$ cat config.mk
export PLATFORM = sky130hd
export DESIGN_NAME = dram_bank_timer_flat
export DESIGN_NICKNAME = d
export VERILOG_FILES = /design/src/rtl/dram_bank_timer_pkg.sv /design/src/rtl/dram_bank_timer_if.sv /design/src/rtl/dram_onehot_enc.sv /design/src/rtl/dram_bank_timer.sv /design/src/flat_wrapper.sv
export SDC_FILE = /design/constraint.sdc
export NUM_CORES = 1
export LEC_CHECK = 0
export ABC_AREA = 1
export BUFFER_PORTS_ARGS = -buffer_cell sky130_fd_sc_hd__buf_2
export CELL_PAD_IN_SITES_DETAIL_PLACEMENT = 0
export CELL_PAD_IN_SITES_GLOBAL_PLACEMENT = 1
export CORE_UTILIZATION = 34
export CTS_CLUSTER_DIAMETER = 80
export CTS_CLUSTER_SIZE = 25
export DETAILED_ROUTE_END_ITERATION = 10
export PLACE_DENSITY_LB_ADDON = 0.1
export SKIP_CTS_REPAIR_TIMING = 1
export SYNTH_ARGS = -nofsm -noshare
export SYNTH_HDL_FRONTEND = slang
export SYNTH_SLANG_ARGS = --single-unit
$ cat constraint.sdc
create_clock -name clk -period 2.4 [get_ports clk]
set_input_delay 0.36 -clock clk [delete_from_list [all_inputs] [get_ports clk]]
set_output_delay 0.36 -clock clk [all_outputs]
set_load 0.005 [all_outputs]
$ cat src/rtl/dram_bank_timer_pkg.sv
// Shared definitions for the DRAM bank timer: command codes, FSM states,
// default geometry/timing and small helpers.
package dram_bank_timer_pkg;

    typedef enum logic [1:0] {
        CMD_ACT = 2'b00,
        CMD_RD  = 2'b01,
        CMD_WR  = 2'b10,
        CMD_PRE = 2'b11
    } cmd_t;

    typedef enum logic [1:0] {
        ST_IDLE     = 2'b00,
        ST_EXEC     = 2'b01,
        ST_ACK      = 2'b10,
        ST_WAIT_LOW = 2'b11
    } state_t;

    localparam int DEF_NUM_OF_BANKS = 8;
    localparam int DEF_NUM_OF_ROWS  = 128;
    localparam int DEF_NUM_OF_COLS  = 8;
    localparam int DEF_T_RCD        = 3;
    localparam int DEF_T_RP         = 3;
    localparam int DEF_T_CAS        = 2;
    localparam int DEF_BURST_LEN    = 8;

    // Index width for a one-hot vector of n bits; a 1-bit vector still gets a 1-bit index.
    function automatic int idx_w(input int n);
        return (n > 1) ? $clog2(n) : 1;
    endfunction

    // Cycles spent in EXEC for a command; illegal commands are rejected after one cycle.
    function automatic int lat_load(input cmd_t c, input logic illegal, input int t_rcd,
                                    input int t_rp, input int t_cas, input int burst_len);
        if (illegal) return 1;
        case (c)
            CMD_ACT: return t_rcd;
            CMD_PRE: return t_rp;
            default: return t_cas + burst_len;
        endcase
    endfunction

endpackage

$ cat src/rtl/dram_bank_timer_if.sv
// Command bus between a memory controller (master) and the bank timer (slave).
interface dram_bank_timer_if
    import dram_bank_timer_pkg::*;
#(
    parameter int NUM_OF_BANKS = DEF_NUM_OF_BANKS,
    parameter int NUM_OF_ROWS  = DEF_NUM_OF_ROWS,
    parameter int NUM_OF_COLS  = DEF_NUM_OF_COLS
) ();
    localparam int BW  = idx_w(NUM_OF_BANKS);
    localparam int RW  = idx_w(NUM_OF_ROWS);
    localparam int CLW = idx_w(NUM_OF_COLS);

    logic                    cmd_req;
    logic [1:0]              cmd;
    logic [NUM_OF_BANKS-1:0] bank_sel;
    logic [NUM_OF_ROWS-1:0]  row_sel;
    logic [NUM_OF_COLS-1:0]  col_sel;
    logic                    cmd_ack;
    logic                    cmd_err;
    logic [NUM_OF_BANKS-1:0] bank_open;
    logic                    busy;
    // Encoded address of the command in flight, for the column datapath.
    logic [BW-1:0]           addr_bank;
    logic [RW-1:0]           addr_row;
    logic [CLW-1:0]          addr_col;

    modport master (
        output cmd_req, cmd, bank_sel, row_sel, col_sel,
        input  cmd_ack, cmd_err, bank_open, busy, addr_bank, addr_row, addr_col
    );

    modport slave (
        input  cmd_req, cmd, bank_sel, row_sel, col_sel,
        output cmd_ack, cmd_err, bank_open, busy, addr_bank, addr_row, addr_col
    );

endinterface

$ cat src/rtl/dram_onehot_enc.sv
// One-hot to binary encoder; o_valid is set only when exactly one bit is high.
module dram_onehot_enc
    import dram_bank_timer_pkg::*;
#(
    parameter int W  = 8,
    parameter int IW = idx_w(W)
) (
    input  logic [W-1:0]  i_vec,
    output logic [IW-1:0] o_idx,
    output logic          o_valid
);

    // OR of set-bit positions: exact for one-hot input, don't-care otherwise.
    always_comb begin
        o_idx = '0;
        for (int i = 0; i < W; i++) begin
            if (i_vec[i]) o_idx = o_idx | IW'(i);
        end
    end

    // Nonzero and a power of two means exactly one bit set.
    assign o_valid = (i_vec != '0) && ((i_vec & (i_vec - W'(1))) == '0);

endmodule

$ cat src/rtl/dram_bank_timer.sv
// Per-bank open/closed tracking with ACT/RD/WR/PRE latency timing and a
// req/ack handshake that waits for the request to drop before re-arming.
module dram_bank_timer
    import dram_bank_timer_pkg::*;
#(
    parameter int NUM_OF_BANKS = DEF_NUM_OF_BANKS,
    parameter int NUM_OF_ROWS  = DEF_NUM_OF_ROWS,
    parameter int NUM_OF_COLS  = DEF_NUM_OF_COLS,
    parameter int T_RCD        = DEF_T_RCD,
    parameter int T_RP         = DEF_T_RP,
    parameter int T_CAS        = DEF_T_CAS,
    parameter int BURST_LEN    = DEF_BURST_LEN
) (
    input logic              clk,
    input logic              rst,
    dram_bank_timer_if.slave bus
);
    localparam int BW  = idx_w(NUM_OF_BANKS);
    localparam int RW  = idx_w(NUM_OF_ROWS);
    localparam int CLW = idx_w(NUM_OF_COLS);
    localparam int CW  = $clog2(T_CAS + BURST_LEN + 1);

    state_t                           r_state, w_state_nxt;
    cmd_t                             r_cmd, w_cmd;
    logic [BW-1:0]                    r_bank, w_bidx;
    logic [RW-1:0]                    r_row, w_ridx;
    logic [CLW-1:0]                   r_col, w_cidx;
    logic [CW-1:0]                    r_cnt, w_load;
    logic                             r_err, r_pre_all;
    logic                             w_bv, w_rv, w_cv;
    logic                             w_illegal, w_pre_all, w_sample, w_done;
    logic [NUM_OF_BANKS-1:0]          r_open;
    logic [NUM_OF_BANKS-1:0][RW-1:0]  r_rows;

    assign w_cmd = cmd_t'(bus.cmd);

    dram_onehot_enc #(.W(NUM_OF_BANKS), .IW(BW)) u_enc_bank (
        .i_vec(bus.bank_sel), .o_idx(w_bidx), .o_valid(w_bv));
    dram_onehot_enc #(.W(NUM_OF_ROWS), .IW(RW)) u_enc_row (
        .i_vec(bus.row_sel), .o_idx(w_ridx), .o_valid(w_rv));
    dram_onehot_enc #(.W(NUM_OF_COLS), .IW(CLW)) u_enc_col (
        .i_vec(bus.col_sel), .o_idx(w_cidx), .o_valid(w_cv));

    // Legality is decided at sample time: bank state only moves in the ACK cycle,
    // so it cannot change between sampling and completion.
    always_comb begin
        w_pre_all = (w_cmd == CMD_PRE) && (&bus.bank_sel);
        w_illegal = 1'b0;
        case (w_cmd)
            CMD_ACT:        w_illegal = !w_bv || !w_rv || r_open[w_bidx];
            CMD_RD, CMD_WR: w_illegal = !w_bv || !w_rv || !w_cv || !r_open[w_bidx] ||
                                        (r_rows[w_bidx] != w_ridx);
            default:        w_illegal = !w_pre_all && !w_bv;
        endcase
    end

    assign w_load = CW'(lat_load(w_cmd, w_illegal, T_RCD, T_RP, T_CAS, BURST_LEN));

    // State register.
    always_ff @(posedge clk or posedge rst) begin
        if (rst) r_state <= ST_IDLE;
        else     r_state <= w_state_nxt;
    end

    // Next-state and handshake outputs.
    always_comb begin
        w_state_nxt = r_state;
        w_sample    = 1'b0;
        w_done      = 1'b0;
        case (r_state)
            ST_IDLE: begin
                if (bus.cmd_req) begin
                    w_sample    = 1'b1;
                    w_state_nxt = ST_EXEC;
                end
            end
            ST_EXEC: begin
                if (r_cnt == CW'(1)) begin
                    w_done      = 1'b1;
                    w_state_nxt = ST_ACK;
                end
            end
            ST_ACK:      w_state_nxt = ST_WAIT_LOW;
            ST_WAIT_LOW: if (!bus.cmd_req) w_state_nxt = ST_IDLE;
            default:     w_state_nxt = ST_IDLE;
        endcase
        bus.cmd_ack = (r_state == ST_ACK);
        bus.cmd_err = (r_state == ST_ACK) && r_err;
        bus.busy    = (r_state != ST_IDLE);
    end

    // Command latch, latency counter and bank state; bank updates land on the
    // edge into ACK so bank_open already reflects the command while ack is high.
    always_ff @(posedge clk or posedge rst) begin
        if (rst) begin
            r_cmd     <= CMD_ACT;
            r_bank    <= '0;
            r_row     <= '0;
            r_col     <= '0;
            r_cnt     <= '0;
            r_err     <= 1'b0;
            r_pre_all <= 1'b0;
            r_open    <= '0;
            r_rows    <= '0;
        end else begin
            if (w_sample) begin
                r_cmd     <= w_cmd;
                r_bank    <= w_bidx;
                r_row     <= w_ridx;
                r_col     <= w_cidx;
                r_cnt     <= w_load;
                r_err     <= w_illegal;
                r_pre_all <= w_pre_all;
            end else if (r_state == ST_EXEC && r_cnt != CW'(1)) begin
                r_cnt <= r_cnt - CW'(1);
            end
            if (w_done && !r_err) begin
                case (r_cmd)
                    CMD_ACT: begin
                        r_open[r_bank] <= 1'b1;
                        r_rows[r_bank] <= r_row;
                    end
                    CMD_PRE: begin
                        if (r_pre_all) r_open <= '0;
                        else           r_open[r_bank] <= 1'b0;
                    end
                    default: ;
                endcase
            end
        end
    end

    assign bus.bank_open = r_open;
    assign bus.addr_bank = r_bank;
    assign bus.addr_row  = r_row;
    assign bus.addr_col  = r_col;

endmodule

$ cat src/flat_wrapper.sv
// flat-port wrapper written by rule: the top's interface ports become plain ports
module dram_bank_timer_flat import dram_bank_timer_pkg::*;
#(
    parameter int NUM_OF_BANKS = DEF_NUM_OF_BANKS,
    parameter int NUM_OF_ROWS  = DEF_NUM_OF_ROWS,
    parameter int NUM_OF_COLS  = DEF_NUM_OF_COLS,
    parameter int T_RCD        = DEF_T_RCD,
    parameter int T_RP         = DEF_T_RP,
    parameter int T_CAS        = DEF_T_CAS,
    parameter int BURST_LEN    = DEF_BURST_LEN
)
  (clk, rst, bus_cmd_req, bus_cmd, bus_bank_sel, bus_row_sel, bus_col_sel, bus_cmd_ack, bus_cmd_err, bus_bank_open, bus_busy, bus_addr_bank, bus_addr_row, bus_addr_col);
  dram_bank_timer_if #(.NUM_OF_BANKS(NUM_OF_BANKS), .NUM_OF_ROWS(NUM_OF_ROWS), .NUM_OF_COLS(NUM_OF_COLS)) bus_i ();
  input logic clk;
  input logic rst;
  input wire logic [$bits(bus_i.cmd_req)-1:0] bus_cmd_req;
  input wire logic [$bits(bus_i.cmd)-1:0] bus_cmd;
  input wire logic [$bits(bus_i.bank_sel)-1:0] bus_bank_sel;
  input wire logic [$bits(bus_i.row_sel)-1:0] bus_row_sel;
  input wire logic [$bits(bus_i.col_sel)-1:0] bus_col_sel;
  output wire logic [$bits(bus_i.cmd_ack)-1:0] bus_cmd_ack;
  output wire logic [$bits(bus_i.cmd_err)-1:0] bus_cmd_err;
  output wire logic [$bits(bus_i.bank_open)-1:0] bus_bank_open;
  output wire logic [$bits(bus_i.busy)-1:0] bus_busy;
  output wire logic [$bits(bus_i.addr_bank)-1:0] bus_addr_bank;
  output wire logic [$bits(bus_i.addr_row)-1:0] bus_addr_row;
  output wire logic [$bits(bus_i.addr_col)-1:0] bus_addr_col;
  assign bus_i.cmd_req = bus_cmd_req;
  assign bus_i.cmd = bus_cmd;
  assign bus_i.bank_sel = bus_bank_sel;
  assign bus_i.row_sel = bus_row_sel;
  assign bus_i.col_sel = bus_col_sel;
  assign bus_cmd_ack = bus_i.cmd_ack;
  assign bus_cmd_err = bus_i.cmd_err;
  assign bus_bank_open = bus_i.bank_open;
  assign bus_busy = bus_i.busy;
  assign bus_addr_bank = bus_i.addr_bank;
  assign bus_addr_row = bus_i.addr_row;
  assign bus_addr_col = bus_i.addr_col;
  dram_bank_timer #(.NUM_OF_BANKS(NUM_OF_BANKS), .NUM_OF_ROWS(NUM_OF_ROWS), .NUM_OF_COLS(NUM_OF_COLS), .T_RCD(T_RCD), .T_RP(T_RP), .T_CAS(T_CAS), .BURST_LEN(BURST_LEN)) u_core (.clk(clk), .rst(rst), .bus(bus_i));
endmodule
# Yosys cells after proc, flatten, opt, wreduce, memory -nomap -nowiden
# Index checks and enable logic that the tools add are counted.
[word_totals]
ff_bits = 87
output_inout_bits = 24
[classes]
n_addsub = 4
mux = 179
n_eq_ne = 15
bitwise = 6
reduce_logical = 37
magnitude_cmp = 3
[op_table]
columns = ["operator", "count"]
rows = [
  ["$mux 7", 66],
  ["$mux 6", 32],
  ["$and 128x128->128", 1],
  ["$logic_not 128->1", 1],
  ["$reduce_bool 128->1", 1],
  ["$sub 128x1->128 const B", 1],
  ["$mux 56", 2],
  ["$mux 5", 16],
  ["$bwmux 56", 1],
  ["$mux 4", 14],
  ["$mux 3", 12],
  ["$mux 8", 4],
  ["$and 8x8->8", 3],
  ["$mux 2", 12],
  ["$bmux 7 s3", 1],
  ["$demux 7 s3", 1],
  ["$logic_not 8->1", 2],
  ["$pmux 8 s2", 1],
  ["$reduce_bool 8->1", 2],
  ["$sub 8x1->8 const B", 2],
  ["$mux 1", 13],
  ["$eq 2x2->1 const B", 5],
  ["$logic_and 1x1->1", 9],
  ["$lt 3x4->1 const B", 2],
  ["other kinds (23)", 40],
]

# Longest topological paths before layout
# Gate-level depths: netlist of run 1.
[depth]
ltp_word = 134
ltp_mapped = 23
ltp_nobuf = 23

# By module
# From an unflattened synthesis of run 1, not the netlist that was laid out.
[unflattened]
hier_cells = 1671
hier_area_um2 = 8954.8
[modules_own_cells]
columns = ["mod", "n_inst", "area_each_um2", "cells_per_inst", "seq_area_each_um2"]
rows = [
  ["dram_bank_timer", 1, 4451.8, 590, 2177.1],
  ["dram_onehot_enc at u_core.u_enc_row", 1, 4202.8, 1013, 0.0],
  ["dram_onehot_enc at u_core.u_enc_bank ...", 2, 150.1, 34, 0.0],
]

# Least setup slack after synthesis of run 1
# No wires, ideal clock.
[synth_timing]
path_kind = "input to register"
from = "input port bus_row_sel[6]"
to = "register u_core.r_err"
required_ps = 2281
arrival_time_ps = 2041
cell_stages = 19
path_slack_ps = 241
n_path_buf = 0
path_cell_list = "nor2_1 nand2_2 nor2_8 nand2_2 nor2_4 nand2_1 o21ai_1 nand2_1 nor2_1 nand2_1 nor2_1 nand2_1 nor2_2 nand3_1 nand2_1 nand2_1 nand2_1 nand3_1 o21a_1"
[synth_between]
elab_chain_len = 125
word_cells_on_any_way = 135
cone_classes = "1 x add/sub; 1 x eq/ne; 123 x mux; 1 x bitwise; 9 x reduce/logical"
[synth_rtl]
columns = ["element", "line", "rtl"]
rows = [
  ["start, declared", "flat_wrapper.sv:19", "input wire logic [$bits(bus_i.row_sel)-1:0] bus_row_sel;"],
  ["$mux 3 (2 in a row)", "dram_onehot_enc.sv:17", "if (i_vec[i]) o_idx = o_idx | IW'(i);"],
  ["$mux 4 (8 in a row)", "dram_onehot_enc.sv:17", ""],
  ["$mux 5 (16 in a row)", "dram_onehot_enc.sv:17", ""],
  ["$mux 6 (32 in a row)", "dram_onehot_enc.sv:17", ""],
  ["$mux 7 (64 in a row)", "dram_onehot_enc.sv:17", ""],
  ["$ne 7x7->1", "dram_bank_timer.sv:52", "(r_rows[w_bidx] != w_ridx);"],
  ["$logic_or 1x1->1", "dram_bank_timer.sv:51", "CMD_RD, CMD_WR: w_illegal = !w_bv || !w_rv || !w_cv || !r_open[w_bidx] ||"],
  ["$pmux 1 s2 (*)", "dram_bank_timer.sv:49", "case (w_cmd)"],
  ["end signal, assigned", "dram_bank_timer.sv:112", "r_err <= w_illegal;"],
  ["end, declared", "dram_bank_timer.sv:29", "logic r_err, r_pre_all;"],
]
# Every way passes the cells marked *; elsewhere a longest branch is shown, timed or not.
# A chain may end at the register's enable or synchronous reset.

# Worst setup path after layout of run 1
[layout_timing]
from = "input port bus_row_sel[0]"
to = "register u_core.r_cnt[0]"
[layout_between]
elab_chain_len = 13
word_cells_on_any_way = 16
cone_classes = "1 x add/sub; 5 x mux; 1 x bitwise; 9 x reduce/logical"
[layout_rtl]
columns = ["element", "line", "rtl"]
rows = [
  ["$sub 128x1->128", "dram_onehot_enc.sv:22", "assign o_valid = (i_vec != '0) && ((i_vec & (i_vec - W'(1))) == '0);"],
  ["$and 128x128->128", "dram_onehot_enc.sv:22", ""],
  ["$logic_not 128->1", "dram_onehot_enc.sv:22", ""],
  ["$logic_and 1x1->1 (*)", "dram_onehot_enc.sv:22", ""],
  ["$logic_not 1->1 (*)", "dram_bank_timer.sv:50, dram_bank_timer.sv:51", ""],
  ["$logic_or 1x1->1 (*)", "dram_bank_timer.sv:50, dram_bank_timer.sv:51", ""],
  ["$logic_or 1x1->1 (3 in a row)", "dram_bank_timer.sv:51", ""],
  ["$pmux 1 s2 (*)", "dram_bank_timer.sv:49", ""],
  ["$mux 1", "dram_bank_timer_pkg.sv:35", "if (illegal) return 1;"],
  ["$mux 4 (*)", "dram_bank_timer_pkg.sv:36", "case (c)"],
  ["$mux 4 (*)", "dram_bank_timer.sv:106", "if (w_sample) begin"],
  ["end signal, assigned", "dram_bank_timer.sv:111", "r_cnt <= w_load;"],
  ["end signal, assigned", "dram_bank_timer.sv:115", "r_cnt <= r_cnt - CW'(1);"],
  ["end, declared", "dram_bank_timer.sv:28", "logic [CW-1:0] r_cnt, w_load;"],
]
# Marked as above.

==> results.txt, run 1 <==
grt total ovfl: 0
Std-Cell Core Area: 25470 um^2
insertion delay of the later-clocked pin in the worst-skew pair: 0.34 ns
class of the most critical hold timing path: in2async
Fin. Hold Viols: 0
height of the chip: 164.2 um
count of nets after finishing: 2415
maximum fanout along the worst path: 5
TritonCTS buffer count: 9
Post-Syn Instances: 1681
Non-Filler Instances: 2590
arrival time worst endpoint: 2.77 ns
power per unit of standard cell area: 443.9 nW/um^2
endpoint of the worst-slack reg-to-reg timing path: u_core.r_rows[5]
FF-to-FF path depth: 9
fraction of the yosys area taken by sequential cells: 24.35%
highest clock frequency the design can meet: 394.3 MHz
Most used DFF post-synth: sky130_fd_sc_hd__dfrtp_1
Final Setup Violations: 4
remaining design rule violation count: 0
total I/O pin count: 173
via count of the first global-routing pass: 12200
pin count of the biggest net entering global routing: 71
final number of max-transition violations: 0
Critical Path Start Type: input port
final period utilization: 105.7%
global placer's final weighted congestion: 1.029
maximum vdd drop: 0.0006163 V
critical path type: in2reg
final-layout setup total negative slack: -0.5045 ns
EDFF count, synth: 0
Clock Pin Slew Worst Setup and Hold Paths: 0.07 ns
DR WL/cell: 17.78 um
TritonCTS clock tree: yes
headroom to the max-slew limit: 62.04%
nets in the synthesized netlist: 1841
horizontal die dimension: 164.2 um
Avg Vias per Cell: 4.979
Detail Placement HPWL: 39220 um
Die Outline Area: 26950 um^2
count of clock tree sinks: 87
Layout area overhead: 61.27%
violation count after the first detailed-route iteration: 1014
starting density of the core: 35.10%
number of warning messages in the yosys log: 0
standard-cell row count: 58
final critical delay including setup and external delays: 2.536 ns
Reg-to-Reg Start: u_core.r_cnt[1]
antenna-violating nets left: 0
violations in the final reports: setup timing
length of the first detailed-routing pass in iterations: 5
r2r setup slk: 0.18 ns
Data required, critical path: 2.63 ns
share of async-settable or async-resettable flops after synthesis: 100.0%
transition time at the pin with the least slew margin: 0.5650 ns
total inserted antenna cells: 0
mapped cell area: 8940 um^2
number of flip-flops and latches in the synthesized netlist: 87
Post-Synthesis Mean Instance Area: 5.318 um^2
overall global routing resource usage: 33.90%
Max H-tree Level: 3
Worst Setup End Kind: register
via count: 12895
first-pass GRT wire length: 67720 um
Leakage Power: 7.101 nW
proportion of layout cells with a drive suffix above 1: 37.08%
initial antenna violation count: 0
Clk Tree Root Cell: sky130_fd_sc_hd__clkbuf_16
MaxCap Viol Count: 0
worst clock skew: 0.01146 ns
Filler Cells Inserted: 2670
Detailed Route WL: 46040 um
Port Buffers: 172
setup repair after global routing missed its margin: true
count of different cell masters after synthesis: 37
buffer levels on the longest clock path: 2
Setup WS post-layout: -0.1362 ns
number of placed instances with taps included: 2561
status: complete, but fails checks
## through the flow
step	instance area (um^2)	hold slack (ns)	total power, mW	setup WS [ns]	util, %
CTS	13500	0.01964	6.325	-0.3699	53.00
global placement	13190	0.3835	4.792	-0.7518	51.77
floorplan	8944	0.4488	3.608	0.2405	-
finish	14420	0.01114	6.400	-0.1362	56.60
global route	14420	0.03637	6.903	-0.3148	56.60
detailed placement	13190	0.3896	4.844	-0.7127	51.77
## metal layers
layer	track usage (%)	vias to the layer above	part of all wire, %
met4	12.58	0	3.8
met1	46.17	5839	45
met5	0	-	0
met3	4.596	81	7.5
met2	54.16	516	44
li1	-	6459	-
## worst max-delay path by stage
stage	start	to	slack [ns]	depth (start not counted)
2_1_floorplan	bus_row_sel[6]	u_core.r_err	0.24	19
3_3_place_gp	bus_row_sel[87]	u_core.r_cnt[0]	-0.75	21
3_5_place_dp	bus_row_sel[6]	u_core.r_cnt[0]	-0.71	22
4_1_cts	bus_row_sel[6]	u_core.r_err	-0.37	21
5_1_grt	bus_row_sel[0]	u_core.r_cnt[3]	-0.31	24
6_report	bus_row_sel[0]	u_core.r_cnt[0]	-0.14	25
## synthesized netlist by cell type, types with 2 or more instances
library cell               number  area (um^2)
sky130_fd_sc_hd__ha_1          11        137.6
sky130_fd_sc_hd__or2_2          3        18.77
sky130_fd_sc_hd__o21ai_0      109        545.5
sky130_fd_sc_hd__and2_1         3        18.77
sky130_fd_sc_hd__nand2_4        2        22.52
sky130_fd_sc_hd__buf_1          2        7.510
sky130_fd_sc_hd__nor4_1         6        37.54
sky130_fd_sc_hd__clkbuf_1      17        63.81
sky130_fd_sc_hd__nor3_1        16        80.08
sky130_fd_sc_hd__nor2_1       426         1599
sky130_fd_sc_hd__nand3b_1       3        22.52
sky130_fd_sc_hd__inv_1        149        559.3
sky130_fd_sc_hd__buf_2          4        20.02
sky130_fd_sc_hd__a21oi_1       29        145.1
sky130_fd_sc_hd__nand2_2        5        31.28
sky130_fd_sc_hd__nor2_2        11        68.82
sky130_fd_sc_hd__dfrtp_1       87         2177
sky130_fd_sc_hd__nand3_1       86        430.4
sky130_fd_sc_hd__a31oi_1        4        25.02
sky130_fd_sc_hd__nand4_1       35        219.0
sky130_fd_sc_hd__nand2_1      627         2354
sky130_fd_sc_hd__o21ai_1       11        55.05
sky130_fd_sc_hd__a21boi_0       2        15.01
sky130_fd_sc_hd__xor2_1         3        26.28
sky130_fd_sc_hd__o21a_1        13        97.59
sky130_fd_sc_hd__nor2_4         6        67.56
## cells in the final DEF (no fill, tap or decap), drive strengths merged, types with 2 or more instances in the layout
cell type and count:
nand2 634, buf 586, nor2 444, inv 152, o21ai 120, dfrtp 87
nand3 87, nand4 35, a21oi 29, nor3 16, o21a 13, ha 11
clkbuf 9, nor4 6, a31oi 4, and2 4, clkinvlp 3, nand3b 3
or2 3, xor2 3, a21boi 2
## cells by family after synthesis
| kind of cell | count (synthesis) | synth area share, % |
|---|---|---|
| simple gates | 1236 | 56.35 |
| xor+xnor | 4 | 0.3920 |
| compound gates | 170 | 10.05 |
| fa+ha+maj | 11 | 1.540 |
| buf+inv | 173 | 7.320 |
| flops | 87 | 24.35 |
## worst max-delay path, cell delays in order
cell	delay (ns)
sky130_fd_sc_hd__buf_8	0.10
sky130_fd_sc_hd__nor2_4	0.14
sky130_fd_sc_hd__nand2_4	0.07
sky130_fd_sc_hd__buf_6	0.13
sky130_fd_sc_hd__nor2_8	0.16
sky130_fd_sc_hd__buf_6	0.13
sky130_fd_sc_hd__nand2_4	0.06
sky130_fd_sc_hd__nor2_4	0.20
sky130_fd_sc_hd__nand2_4	0.10
sky130_fd_sc_hd__nand2_2	0.07
sky130_fd_sc_hd__nand2_1	0.06
sky130_fd_sc_hd__inv_1	0.06
sky130_fd_sc_hd__nand2_1	0.04
sky130_fd_sc_hd__nor2_1	0.11
sky130_fd_sc_hd__nand2_1	0.07
sky130_fd_sc_hd__nor2_2	0.13
sky130_fd_sc_hd__nand2_2	0.10
sky130_fd_sc_hd__nor2_4	0.18
sky130_fd_sc_hd__nand3_2	0.09
sky130_fd_sc_hd__nand2_2	0.07
sky130_fd_sc_hd__nand2_2	0.06
sky130_fd_sc_hd__nand2_2	0.08
sky130_fd_sc_hd__nand3_2	0.06
sky130_fd_sc_hd__nand2_2	0.07
sky130_fd_sc_hd__o21ai_2	0.05
## state kept, by name, summed over array words and instances (netlist names)
signal                flops
u_core.r_rows            56
u_core.bus.bank_open      8
u_core.bus.addr_row       7
u_core.r_cnt              4
u_core.bus.addr_bank      3
u_core.bus.addr_col       3
u_core.r_cmd              2
u_core.r_state            2
u_core.r_err              1
u_core.r_pre_all          1
## area by class of cell
| class | instances | area [um^2] | area share [%] |
|---|---|---|---|
| multi-input combinational | 1421 | 6849 | 47.50 |
| sequential | 87 | 2177 | 15.10 |
| inverter | 150 | 566.8 | 3.931 |
| clock inverter | 7 | 87.58 | 0.6075 |
| tap | 330 | 412.9 | 2.864 |
| timing repair buffer | 586 | 4099 | 28.43 |
| clock buffer | 9 | 225.2 | 1.562 |
## power breakdown
group / leakage, nW / internal (mW) / switching [mW]
logic: 5.80 / 1.11 / 1.54
registers: 1.15 / 1.96 / 0.320
clock network: 0.146 / 0.827 / 0.634
total: 7.10 / 3.91 / 2.49
No activity file was read; power rests on OpenSTA's default activity.
==> inputs of run 2 (changes only) <==
--- a/config.mk
+++ b/config.mk
@@ -17,4 +17,5 @@
 export SKIP_CTS_REPAIR_TIMING = 1
 export SYNTH_ARGS = -nofsm -noshare
 export SYNTH_HDL_FRONTEND = slang
+export SYNTH_HIERARCHICAL = 1
 export SYNTH_SLANG_ARGS = --single-unit
==> results.txt, run 2 <==
status: complete, but fails checks
violations in the final reports: setup timing
Fin. Hold Viols: 0 (unchanged)
total I/O pin count: 173 (unchanged)
TritonCTS buffer count: 9 (unchanged)
overall global routing resource usage: 32.34% (-1.6 points)
via count: 12626 (-2.1%)
internal power of the cells: 3.759 mW (-3.7%)
number of warning messages in the yosys log: 6 (+6)
Std-Cell Core Area: 25910 um^2 (+1.7%)
Die Outline Area: 26990 um^2 (+0.16%)
height of the chip: 164.3 um (about the same)
Layout area overhead: 58.86%
Port Buffers: 172 (unchanged)
Data required, critical path: 2.62 ns (about the same)
number of flip-flops and latches in the synthesized netlist: 87 (unchanged)
initial antenna violation count: 0 (unchanged)
net switching power figure: 2.378 mW (-4.7%)
mapped cell area: 8955 um^2 (+0.17%)
final period utilization: 129.8% (+24 points)
ranking of synthesized cells by area: sky130_fd_sc_hd__nand2_1 (26%), sky130_fd_sc_hd__dfrtp_1 (24%), sky130_fd_sc_hd__nor2_1 (16%)
master of the slowest instance on the critical path: sky130_fd_sc_hd__nor2_1
proportion of netlist area held by the largest area contributor: 25.82% (-0.51 points)
final critical delay including setup and external delays: 3.114 ns (+0.5782 ns)
grt total ovfl: 0 (unchanged)
headroom to the max-slew limit: 64.94% (+2.9 points)
setup repair after global routing missed its margin: true
met2 wire length: 19800 um (-2.5%)
power per unit of standard cell area: 431.4 nW/um^2 (-2.8%)
most used standard cells in the synthesized netlist: sky130_fd_sc_hd__nand2_1 (616), sky130_fd_sc_hd__nor2_1 (388), sky130_fd_sc_hd__inv_1 (165)
clock network fraction of design power: 22.6% (-0.2 points)
Avg Vias per Cell: 4.866 (-2.3%)
final number of max-transition violations: 0 (unchanged)
TritonCTS clock tree: yes
fraction of the yosys area taken by sequential cells: 24.31% (-0.041 points)
power share of the sequential group: 35.9% (+0.2 points)
largest register by flop count: u_core/r_rows
Worst Setup End Kind: register
Post-Synthesis Mean Instance Area: 5.359 um^2 (+0.77%)
routed metal-1 wirelength: 19270 um (-6.1%)
nets in the synthesized netlist: 1831 (-0.54%)
count of different cell masters after synthesis: 35 (-5.4%)
via count of the first global-routing pass: 11941 (-2.1%)
proportion of layout cells with a drive suffix above 1: 34.73% (-2.3 points)
critical path type: in2reg
MaxCap Viol Count: 0 (unchanged)
Max H-tree Level: 3 (unchanged)
maximum vdd drop: 0.0006372 V (+3.4%)
horizontal die dimension: 164.3 um (about the same)
met3 WL post-DR: 2359 um (-31%)
insertion delay of the later-clocked pin in the worst-skew pair: 0.34 ns (about the same)
Logic pwr share: 41.5% (about the same)
Most used DFF post-synth: sky130_fd_sc_hd__dfrtp_1
Leakage Power: 7.058 nW (-0.61%)
Setup WS post-layout: -0.7144 ns (-0.5782 ns)
total inserted antenna cells: 0 (unchanged)
count of clock tree sinks: 87 (unchanged)
EDFF count, synth: 0 (unchanged)
pin count of the biggest net entering global routing: 32 (-55%)
first-pass GRT wire length: 65090 um (-3.9%)
antenna-violating nets left: 0 (unchanged)
Hold WS: 0.05725 ns (+0.04611 ns)
remaining design rule violation count: 0 (unchanged)
Max Used Layer: met4
Clock Pin Slew Worst Setup and Hold Paths: 0.06 ns (about the same)
maximum fanout along the worst path: 3 (-2)
r2r setup slk: 0.64 ns (+0.46 ns)
CP peak stage delay: 0.25 ns (+0.05 ns)
class of the most critical hold timing path: in2async
utilization after layout: 54.90% (-1.7 points)
share of async-settable or async-resettable flops after synthesis: 100.0% (unchanged)
transition time at the pin with the least slew margin: 0.5248 ns (-0.04020 ns)
commonest cells after routing, fill and taps aside: sky130_fd_sc_hd__nand2_1 (589), sky130_fd_sc_hd__buf_4 (420), sky130_fd_sc_hd__nor2_1 (300)
Detail Placement HPWL: 37750 um (-3.7%)
standard-cell row count: 59 (+1.7%)
buffer levels on the longest clock path: 2 (unchanged)
DR WL/cell: 16.74 um (-5.8%)
Final Setup Violations: 4 (unchanged)
Detailed Route WL: 43430 um (-5.7%)
most frequent cell after synthesis: sky130_fd_sc_hd__nand2_1
number of flip-flops under the largest register name: 56 (unchanged)
Critical Path Start Type: input port
switching power share of the total: 38.75% (-0.23 points)
arrival time worst endpoint: 3.33 ns (+0.56 ns)
final-layout setup total negative slack: -2.743 ns (-2.238 ns)
starting density of the core: 34.56% (-0.54 points)
count of nets after finishing: 2416 (+0.041%)
cell accounting for the most synthesized area: sky130_fd_sc_hd__nand2_1
commonest non-fill, non-tap cell in the layout: sky130_fd_sc_hd__nand2_1
highest clock frequency the design can meet: 321.1 MHz (-19%)
Post-Syn Instances: 1671 (-0.59%)
worst clock skew: 0.007566 ns (-0.003891 ns)
violation count after the first detailed-route iteration: 983 (-3.1%)
most frequent cell on the critical path: sky130_fd_sc_hd__nand2_1
global placer's final weighted congestion: 1.014 (-1.4%)
Clk Tree Root Cell: sky130_fd_sc_hd__clkbuf_16
length of the first detailed-routing pass in iterations: 6 (+1)
==> run 2: final timing paths <==
path / start / depth (start not counted) / to
setup reg to reg: u_core/r_rows[27] / 17 / u_core/r_cnt[0]
min in group clk: bus_cmd[1] / 3 / u_core/r_cmd[1]
max in group asynchronous: rst / 3 / u_core/r_rows[18]
hold reg to reg: u_core/r_rows[41] / 2 / u_core/r_rows[41]
hold / removal: rst / 2 / u_core/bus.bank_open[1]
setup / recovery: bus_row_sel[84] / 27 / u_core/r_cnt[0]
==> run 2: worst max-delay path, delay by kind of cell <==
kind / cells / cell delay (ns)
buf+inv: 2 / 0.29
compound gates: 2 / 0.24
simple gates: 23 / 2.42
==> run 2: metrics by stage <==
| stage | cells | power, mW | setup WS [ns] | cell area [um^2] |
|---|---|---|---|---|
| floorplan | 1671 | 3.457 | -0.1313 | 9081 |
| global placement | 2576 | 4.652 | -1.427 | 13450 |
| detailed placement | 2576 | 4.694 | -1.353 | 13450 |
| CTS | 2591 | 6.116 | -1.007 | 13740 |
| global route | 2595 | 6.629 | -0.9240 | 14230 |
| finish | 2595 | 6.137 | -0.7144 | 14230 |
==> run 2: final cells by class <==
class                      instances  area [um^2]
inverter                         167        630.6
multi-input combinational       1392         6555
clock buffer                       9        225.2
clock inverter                     6        68.82
tap                              335        419.2
fill                            2739        11690
timing repair buffer             599         4150
sequential                        87         2177
==> run 2: kinds of logic (layout without fill, tap and decap cells) <==
logic type | Yosys count | in the layout | share of synthesized area (%)
simple gates | 1231 | 1231 | 56.90
buf+inv | 192 | 781 | 8.523
xor+xnor | 1 | 1 | 0.09782
fa+ha+maj | 11 | 11 | 1.537
flops | 87 | 87 | 24.31
compound gates | 149 | 149 | 8.635
==> run 2: power by group through the flow <==
stage          combinational (mW)  clock [mW]  sequential [mW]
3_3_place_gp                 2.44           0             2.21
6_report                     2.55        1.39             2.21
3_5_place_dp                 2.47           0             2.22
4_1_cts                      2.49        1.43             2.20
2_1_floorplan                1.28           0             2.17
5_1_grt                      2.89        1.48             2.26
==> run 2: layer usage <==
| layer | vias to the layer above | global-route usage (%) |
|---|---|---|
| met3 | 81 | 2.323 |
| met5 | - | 0 |
| met4 | 0 | 14.77 |
| met1 | 5679 | 42.70 |
| met2 | 431 | 53.59 |
| li1 | 6435 | - |
